--- config.mk ---
export PLATFORM = sky130hd
export DESIGN_NAME = cordic_vectoring_controller_flat
export DESIGN_NICKNAME = d
export VERILOG_FILES = /design/src/rtl/cordic_vectoring_controller_if.sv /design/src/rtl/cordic_vectoring_controller.sv /design/src/flat_wrapper.sv
export SDC_FILE = /design/constraint.sdc
export NUM_CORES = 1
export LEC_CHECK = 0
export ABC_CLOCK_PERIOD_IN_PS = 1400
export CAP_MARGIN = 20
export CELL_PAD_IN_SITES_DETAIL_PLACEMENT = 0
export CELL_PAD_IN_SITES_GLOBAL_PLACEMENT = 2
export CORE_ASPECT_RATIO = 1.4
export CORE_MARGIN = 1
export CORE_UTILIZATION = 20
export CTS_BUF_LIST = sky130_fd_sc_hd__clkbuf_4 sky130_fd_sc_hd__clkbuf_8
export CTS_CLUSTER_SIZE = 20
export DETAILED_ROUTE_END_ITERATION = 7
export PLACE_DENSITY_LB_ADDON = 0.1
export SLEW_MARGIN = 40
export SYNTH_ARGS = -nofsm -noshare
export SYNTH_HDL_FRONTEND = slang
export SYNTH_SLANG_ARGS = --single-unit
export TNS_END_PERCENT = 50
--- constraint.sdc ---
create_clock -name clk -period 1.4 [get_ports clk]
set_input_delay 0.28 -clock clk [delete_from_list [all_inputs] [get_ports clk]]
set_output_delay 0.28 -clock clk [all_outputs]
set_load 0.005 [all_outputs]
--- src/rtl/cordic_vectoring_controller_if.sv ---
// cordic_vectoring_controller_if: start/done handshake plus datapath control bundle for the CORDIC vectoring sequencer.
interface cordic_vectoring_controller_if #(parameter int ITER_WIDTH = 4);
  logic                  start;
  logic                  y_sign;
  logic                  x_sign;
  logic                  busy;
  logic                  done;
  logic                  init_load;
  logic                  iter_load;
  logic                  prerot_load;
  logic [ITER_WIDTH-1:0] shift_amt;
  logic [ITER_WIDTH-1:0] lut_addr;
  logic [1:0]            alu_op_x;
  logic [1:0]            alu_op_y;
  logic [1:0]            alu_op_z;
  modport master (
    output start, y_sign, x_sign,
    input  busy, done, init_load, iter_load, prerot_load, shift_amt, lut_addr, alu_op_x, alu_op_y, alu_op_z
  );
  modport slave (
    input  start, y_sign, x_sign,
    output busy, done, init_load, iter_load, prerot_load, shift_amt, lut_addr, alu_op_x, alu_op_y, alu_op_z
  );
endinterface

--- src/rtl/cordic_vectoring_controller.sv ---
// cordic_vectoring_controller: IDLE/LOAD/(PREROT)/ITER/DONE sequencer for CORDIC vectoring mode.
// Define CORDIC_QUADRANT_CORR_EN to add the left-half-plane pre-rotation state.
module cordic_vectoring_controller #(
  parameter int ITERATIONS = 16,
  parameter int ITER_WIDTH = 4
) (
  input logic clk,
  input logic rst,
  cordic_vectoring_controller_if.slave bus
);
  localparam logic [1:0] ADD = 2'd0;
  localparam logic [1:0] SUB = 2'd1;
  localparam logic [1:0] NOP = 2'd2;
  localparam logic [ITER_WIDTH-1:0] LAST = ITER_WIDTH'(ITERATIONS - 1);
  typedef enum logic [2:0] {IDLE, LOAD, PREROT, ITER, DONE} state_t;
  state_t state_q, state_d;
  logic [ITER_WIDTH-1:0] cnt_q, cnt_d, idx;
  logic busy, done, init_load, iter_load, prerot_load;
  logic [1:0] op_x, op_y, op_z;
  always_ff @(posedge clk) begin
    if (rst) begin
      state_q <= IDLE;
      cnt_q   <= '0;
    end else begin
      state_q <= state_d;
      cnt_q   <= cnt_d;
    end
  end
  always_comb begin
    state_d = state_q;
    cnt_d   = cnt_q;
    case (state_q)
      IDLE: state_d = bus.start ? LOAD : IDLE;
      LOAD: begin
        cnt_d = '0;
`ifdef CORDIC_QUADRANT_CORR_EN
        state_d = PREROT;
`else
        state_d = ITER;
`endif
      end
      PREROT: state_d = ITER;
      ITER: begin
        cnt_d   = (cnt_q == LAST) ? '0 : cnt_q + 1'b1;
        state_d = (cnt_q == LAST) ? DONE : ITER;
      end
      DONE:    state_d = IDLE;
      default: state_d = IDLE;
    endcase
  end
  // Op selects follow y_sign combinationally so they track the live y register.
  always_comb begin
    busy        = state_q != IDLE;
    done        = state_q == DONE;
    init_load   = state_q == LOAD;
    iter_load   = state_q == ITER;
    prerot_load = 1'b0;
`ifdef CORDIC_QUADRANT_CORR_EN
    prerot_load = (state_q == PREROT) && bus.x_sign;
`endif
    idx  = iter_load ? cnt_q : '0;
    op_x = iter_load ? (bus.y_sign ? SUB : ADD) : NOP;
    op_y = iter_load ? (bus.y_sign ? ADD : SUB) : NOP;
    op_z = op_x;
  end
`ifndef CORDIC_QUADRANT_CORR_EN
  logic unused_x_sign;
  assign unused_x_sign = bus.x_sign;
`endif
  assign bus.busy        = busy;
  assign bus.done        = done;
  assign bus.init_load   = init_load;
  assign bus.iter_load   = iter_load;
  assign bus.prerot_load = prerot_load;
  assign bus.shift_amt   = idx;
  assign bus.lut_addr    = idx;
  assign bus.alu_op_x    = op_x;
  assign bus.alu_op_y    = op_y;
  assign bus.alu_op_z    = op_z;
endmodule
--- src/flat_wrapper.sv ---
// flat-port wrapper written by rule: the top's interface ports become plain ports
module cordic_vectoring_controller_flat 
#(
  parameter int ITERATIONS = 16,
  parameter int ITER_WIDTH = 4
)
  (clk, rst, bus_start, bus_y_sign, bus_x_sign, bus_busy, bus_done, bus_init_load, bus_iter_load, bus_prerot_load, bus_shift_amt, bus_lut_addr, bus_alu_op_x, bus_alu_op_y, bus_alu_op_z);
  cordic_vectoring_controller_if #(.ITER_WIDTH(ITER_WIDTH)) bus_i ();
  input logic clk;
  input logic rst;
  input wire logic [$bits(bus_i.start)-1:0] bus_start;
  input wire logic [$bits(bus_i.y_sign)-1:0] bus_y_sign;
  input wire logic [$bits(bus_i.x_sign)-1:0] bus_x_sign;
  output wire logic [$bits(bus_i.busy)-1:0] bus_busy;
  output wire logic [$bits(bus_i.done)-1:0] bus_done;
  output wire logic [$bits(bus_i.init_load)-1:0] bus_init_load;
  output wire logic [$bits(bus_i.iter_load)-1:0] bus_iter_load;
  output wire logic [$bits(bus_i.prerot_load)-1:0] bus_prerot_load;
  output wire logic [$bits(bus_i.shift_amt)-1:0] bus_shift_amt;
  output wire logic [$bits(bus_i.lut_addr)-1:0] bus_lut_addr;
  output wire logic [$bits(bus_i.alu_op_x)-1:0] bus_alu_op_x;
  output wire logic [$bits(bus_i.alu_op_y)-1:0] bus_alu_op_y;
  output wire logic [$bits(bus_i.alu_op_z)-1:0] bus_alu_op_z;
  assign bus_i.start = bus_start;
  assign bus_i.y_sign = bus_y_sign;
  assign bus_i.x_sign = bus_x_sign;
  assign bus_busy = bus_i.busy;
  assign bus_done = bus_i.done;
  assign bus_init_load = bus_i.init_load;
  assign bus_iter_load = bus_i.iter_load;
  assign bus_prerot_load = bus_i.prerot_load;
  assign bus_shift_amt = bus_i.shift_amt;
  assign bus_lut_addr = bus_i.lut_addr;
  assign bus_alu_op_x = bus_i.alu_op_x;
  assign bus_alu_op_y = bus_i.alu_op_y;
  assign bus_alu_op_z = bus_i.alu_op_z;
  cordic_vectoring_controller #(.ITERATIONS(ITERATIONS), .ITER_WIDTH(ITER_WIDTH)) u_core (.clk(clk), .rst(rst), .bus(bus_i));
endmodule
# --- Word level (Yosys, flattened, before mapping) ---
# Cells that the tools add are included.
# W data, S select, Z words.
totals:
  in_bits: 5
  output_inout_bits: 19
  reg_bits: 7
op_classes:
  n_eq_ne: 5
  reduce_logical: 4
  n_addsub: 1
  mux: 10
op_table:
  columns: ["operator", "count"]
  rows:
  - ["$pmux W3 S3", 1]
  - ["$mux W4", 2]
  - ["$pmux W4 S2", 1]
  - ["$eq A3 B2 Y1 const B", 2]
  - ["$add A4 B1 Y4 const B", 1]
  - ["$eq A4 B4 Y1 const B", 1]
  - ["$mux W2", 2]
  - ["$eq A3 B1 Y1 const B", 1]
  - ["$eq A3 B3 Y1 const B", 1]
  - ["$logic_not A3 Y1", 1]
  - ["$mux W1", 3]
  - ["$mux W3", 1]
  - ["$reduce_bool A3 Y1", 1]
  - ["$reduce_bool A2 Y1", 1]
  - ["$reduce_or A2 Y1", 1]

# --- Depth between registers and ports, before layout ---
depth:
  depth_word: 3
  depth_mapped: 4
  ltp_nobuf: 4

# --- Worst setup path before layout ---
# Ideal clock, no wire load.
synth_path:
  path_kind: "reg-to-output"
  from: "reg u_core.state_q[1]"
  to: "out bus_alu_op_z[0]"
  arrival_ns: 1.013
  path_stages_with_launch: 5
  t_required_ns: 1.120
  n_path_buf: 1
  setup_slack_ns: 0.107
  path_cell_list: "dfxtp_1 nand3b_4 inv_1 and2_1 buf_4"
synth_between:
  elab_chain_cells: 2
synth_lines:
  columns: ["element", "line", "text"]
  rows:
  - ["start, declared", "cordic_vectoring_controller.sv:16", "state_t state_q, state_d;"]
  - ["start signal, assigned", "cordic_vectoring_controller.sv:25", "state_q <= state_d;"]
  - ["$eq A3 B2 Y1", "cordic_vectoring_controller.sv:56", "iter_load = state_q == ITER;"]
  - ["net bus_iter_load", "flat_wrapper.sv:17", "output wire logic [$bits(bus_i.iter_load)-1:0] bus_iter_load;"]
  - ["$mux W2", "cordic_vectoring_controller.sv:62", "op_x = iter_load ? (bus.y_sign ? SUB : ADD) : NOP;"]
  - ["end, declared", "flat_wrapper.sv:23", "output wire logic [$bits(bus_i.alu_op_z)-1:0] bus_alu_op_z;"]
# The timed path passes the listed nets, and every way through them passes these cells.

# --- Worst setup path in the final report ---
layout_path:
  from: "reg u_core.state_q[1]"
  to: "out bus_busy"
layout_between:
  elab_chain_cells: 1
layout_lines:
  columns: ["element", "line", "text"]
  rows:
  - ["$reduce_bool A3 Y1", "cordic_vectoring_controller.sv:53", "busy = state_q != IDLE;"]
  - ["end, declared", "flat_wrapper.sv:14", "output wire logic [$bits(bus_i.busy)-1:0] bus_busy;"]
# No other way between the ends.

==> impl_metrics.py <==
metrics = {
    "sta": {
        "maxSlewViolCount": 0,
        "finalSetupViolCount": 5,
        "max_freq_mhz": 682,
        "setup_slack_ps": -65.4,
        "period_share_pct": 105,
        "rsz0062_at_grt": "yes",
        "hold_ws_ps": 503,
        "min_period_ps": 1470,
        "finalClockSkew_ps": 1.11,
        "final_hold_viol_count": 0,
    },
    "finish": {
        "fin_cells": 105,
        "final_layout_size_suffix_gt1_share_pct": 59.5,
        "design_area_um2": 758,
        "finalNetCount": 91,
        "fin_util_pct": 38.4,
        "area_growth_pct": 81.4,
        "antenna_cells": 0,
    },
    "route": {
        "routed_wl_um": 1060,
        "drcViolationCount": 0,
        "antenna_left": 0,
        "drt_iter0_drc": 1,
        "met1Wirelength_um": 432,
        "wl_per_cell_um": 10.0,
        "met2_length_um": 571,
        "dr.pass1.iters": 3,
        "via_per_inst": 4.34,
        "vias": 456,
        "dr_wl_met3_um": 51,
        "top_layer": "met3",
    },
    "clock_network": {
        "cts.path.max_buffers": 2,
        "clkSinkCount": 7,
        "clkLatencyLatePin_ps": 250,
        "cts_root_buf": "clkbuf_4",
        "cts_tree": "built",
        "clkTransAtPathRegs_ps": 60,
        "ctsHoldBuffers": 0,
        "htree_levels": 1,
        "cts_made_buffers": 3,
    },
    "synthesis": {
        "seq_area_frac_synth_pct": 33.5,
        "syn-num-nets": 57,
        "syn_inst": 51,
        "avgSynthCellArea_um2": 8.19,
        "synth_seq_cells": 7,
        "async_reset_ff_share_pct": 0,
        "synth_edf_count": 0,
        "synth_area_um2": 418,
        "ys_warn_count": 0,
        "synthFlopType": "dfxtp_1",
        "ys_types": 22,
    },
    "placed_design": {
        "gp_congestion": 0.724,
        "dp_cells": 98,
        "place_area_um2": 692,
        "port_buffers": 21,
        "hpwl_um": 825,
    },
    "setup_path": {
        "end_kind": "output port",
        "setup.worst_path.class": "reg -> out",
        "critPathLaunchType": "flop",
        "cp.arrival_ps": 1190,
        "crit_path_max_fanout": 3,
        "cp.required_ps": 1120,
    },
    "min_path": {
        "hold_path_class": "reg -> reg",
    },
    "power_and_ir_drop": {
        "p_int_w": 0.000403,
        "leakage_nw": 0.376,
        "power.clock.fraction_pct": 38.6,
        "p_sw_share_pct": 24.8,
        "combPwrFrac_pct": 21.4,
        "p_sw_w": 0.000133,
        "pwr-share-seq_pct": 40.0,
        "peakVddDrop_mv": 0.348,
        "p_per_area_mw_per_mm2": 706,
    },
    "global_route": {
        "grt_antenna_before_repair": 0,
        "grt_max_degree": 8,
        "gr-usage-all-layers_pct": 11.3,
        "grt_pass1_vias": 429,
        "grt_pass1_wl_um": 1840,
        "grt-ovfl-total": 0,
    },
    "die": {
        "rows": 19,
        "die_area_mm2": 0.00228,
        "core_mm2": 0.00197,
        "die_h_um": 56.1,
        "pin_count": 24,
        "die_x_um": 40.6,
        "initial_core_util_pct": 21.2,
    },
    "status": {
        "status": "finished, violations left",
        "violations": "setup timing",
    },
    "job": {
        "max_cap_violations": 0,
    },
}
## sequential cells by signal (all words and copies together) (netlist names)
name            cells
u_core.state_q      3
u_core.cnt_q        4
## what timing repair did
item / CTS / global route
pin swaps: 1 / 2
setup buffers: 3 / 0
gates resized for setup: 68 / 22
gates cloned: 0 / 0
endpoints found under the setup margin: 18 / 15
## path summary, 6_finish.rpt
check | from | end | slack (ps) | cells past startpoint
setup / recovery | u_core.state_q[1] | bus_busy | -70 | 3
hold / removal | u_core.cnt_q[0] | u_core.cnt_q[0] | 500 | 2
setup reg to reg | u_core.cnt_q[0] | u_core.state_q[0] | 100 | 4
hold reg to reg | u_core.cnt_q[0] | u_core.cnt_q[0] | 500 | 2
## layout by cell type, fill, tap and decap left out, types with 2 or more instances in the layout
cell / count
nand3_1: 2
nor2_2: 2
nor2_1: 3
buf_6: 12
clkdlybuf4s50_1: 3
clkbuf_4: 4
nor3_1: 2
and2_4: 5
clkbuf_2: 5
dfxtp_1: 4
a21oi_1: 2
buf_4: 11
dfxtp_2: 2
or3_1: 3
nand2_1: 2
buf_2: 5
## power by group through the flow
| stage | clock, W | sequential (W) | combinational [W] |
|---|---|---|---|
| after floorplan | 0 | 0.000220 | 0.0000353 |
| after global placement | 0 | 0.000218 | 0.000107 |
| after detailed placement | 0 | 0.000218 | 0.000106 |
| after CTS | 0.000217 | 0.000214 | 0.000109 |
| after global routing | 0.000230 | 0.000215 | 0.000127 |
| final | 0.000207 | 0.000214 | 0.000114 |
## metal layers
| metal | global-route usage (%) | vias up |
|---|---|---|
| met5 | 0 | - |
| met4 | 1.43 | 0 |
| met3 | 3.60 | 0 |
| met2 | 18.6 | 15 |
| met1 | 14.0 | 209 |
| li1 | - | 232 |
## cells by family (layout without fill, tap and decap cells)
group           after synthesis  in the layout  synth area share, %
flops                         7              7                 33.5
simple gates                 27             27                 38.0
buf+inv                       9             42                 15.3
fa+ha+maj                     1              1                 2.99
other cells                   1              1                0.897
compound gates                6              6                 9.28
## area by class of cell
type / instances / area, um^2
Clock buffer: 4 / 30.0
Fill cell: 223 / 1210
Multi-Input combinational cell: 35 / 239
Timing Repair Buffer: 37 / 308
Inverter: 1 / 8.76
Tap cell: 21 / 26.3
Sequential cell: 7 / 146
## synthesized netlist by cell type, types with 2 or more instances
master / instances / area, um^2
nor2_1: 6 / 22.5
or3_1: 3 / 18.8
nand3_1: 2 / 10.0
buf_4: 8 / 60.1
dfxtp_1: 7 / 140
nand2_1: 2 / 7.51
and2_1: 6 / 37.5
a21oi_1: 2 / 10.0
nor3_1: 2 / 10.0
## worst max-delay path: stages, from the launching register on
cell and delay [ps]:
dfxtp_4 360, buf_6 120, or3_1 340, clkbuf_2 120
## through the flow
stage               power [W]  setup slack, ps  setup TNS [ps]
finish               0.000535            -65.4            -225
floorplan            0.000255              107               0
global placement     0.000325             -259           -2650
CTS                  0.000541             -199            -541
global route         0.000572             -105            -622
detailed placement   0.000324             -286           -2760
No activity file was read; power rests on OpenSTA's default activity.
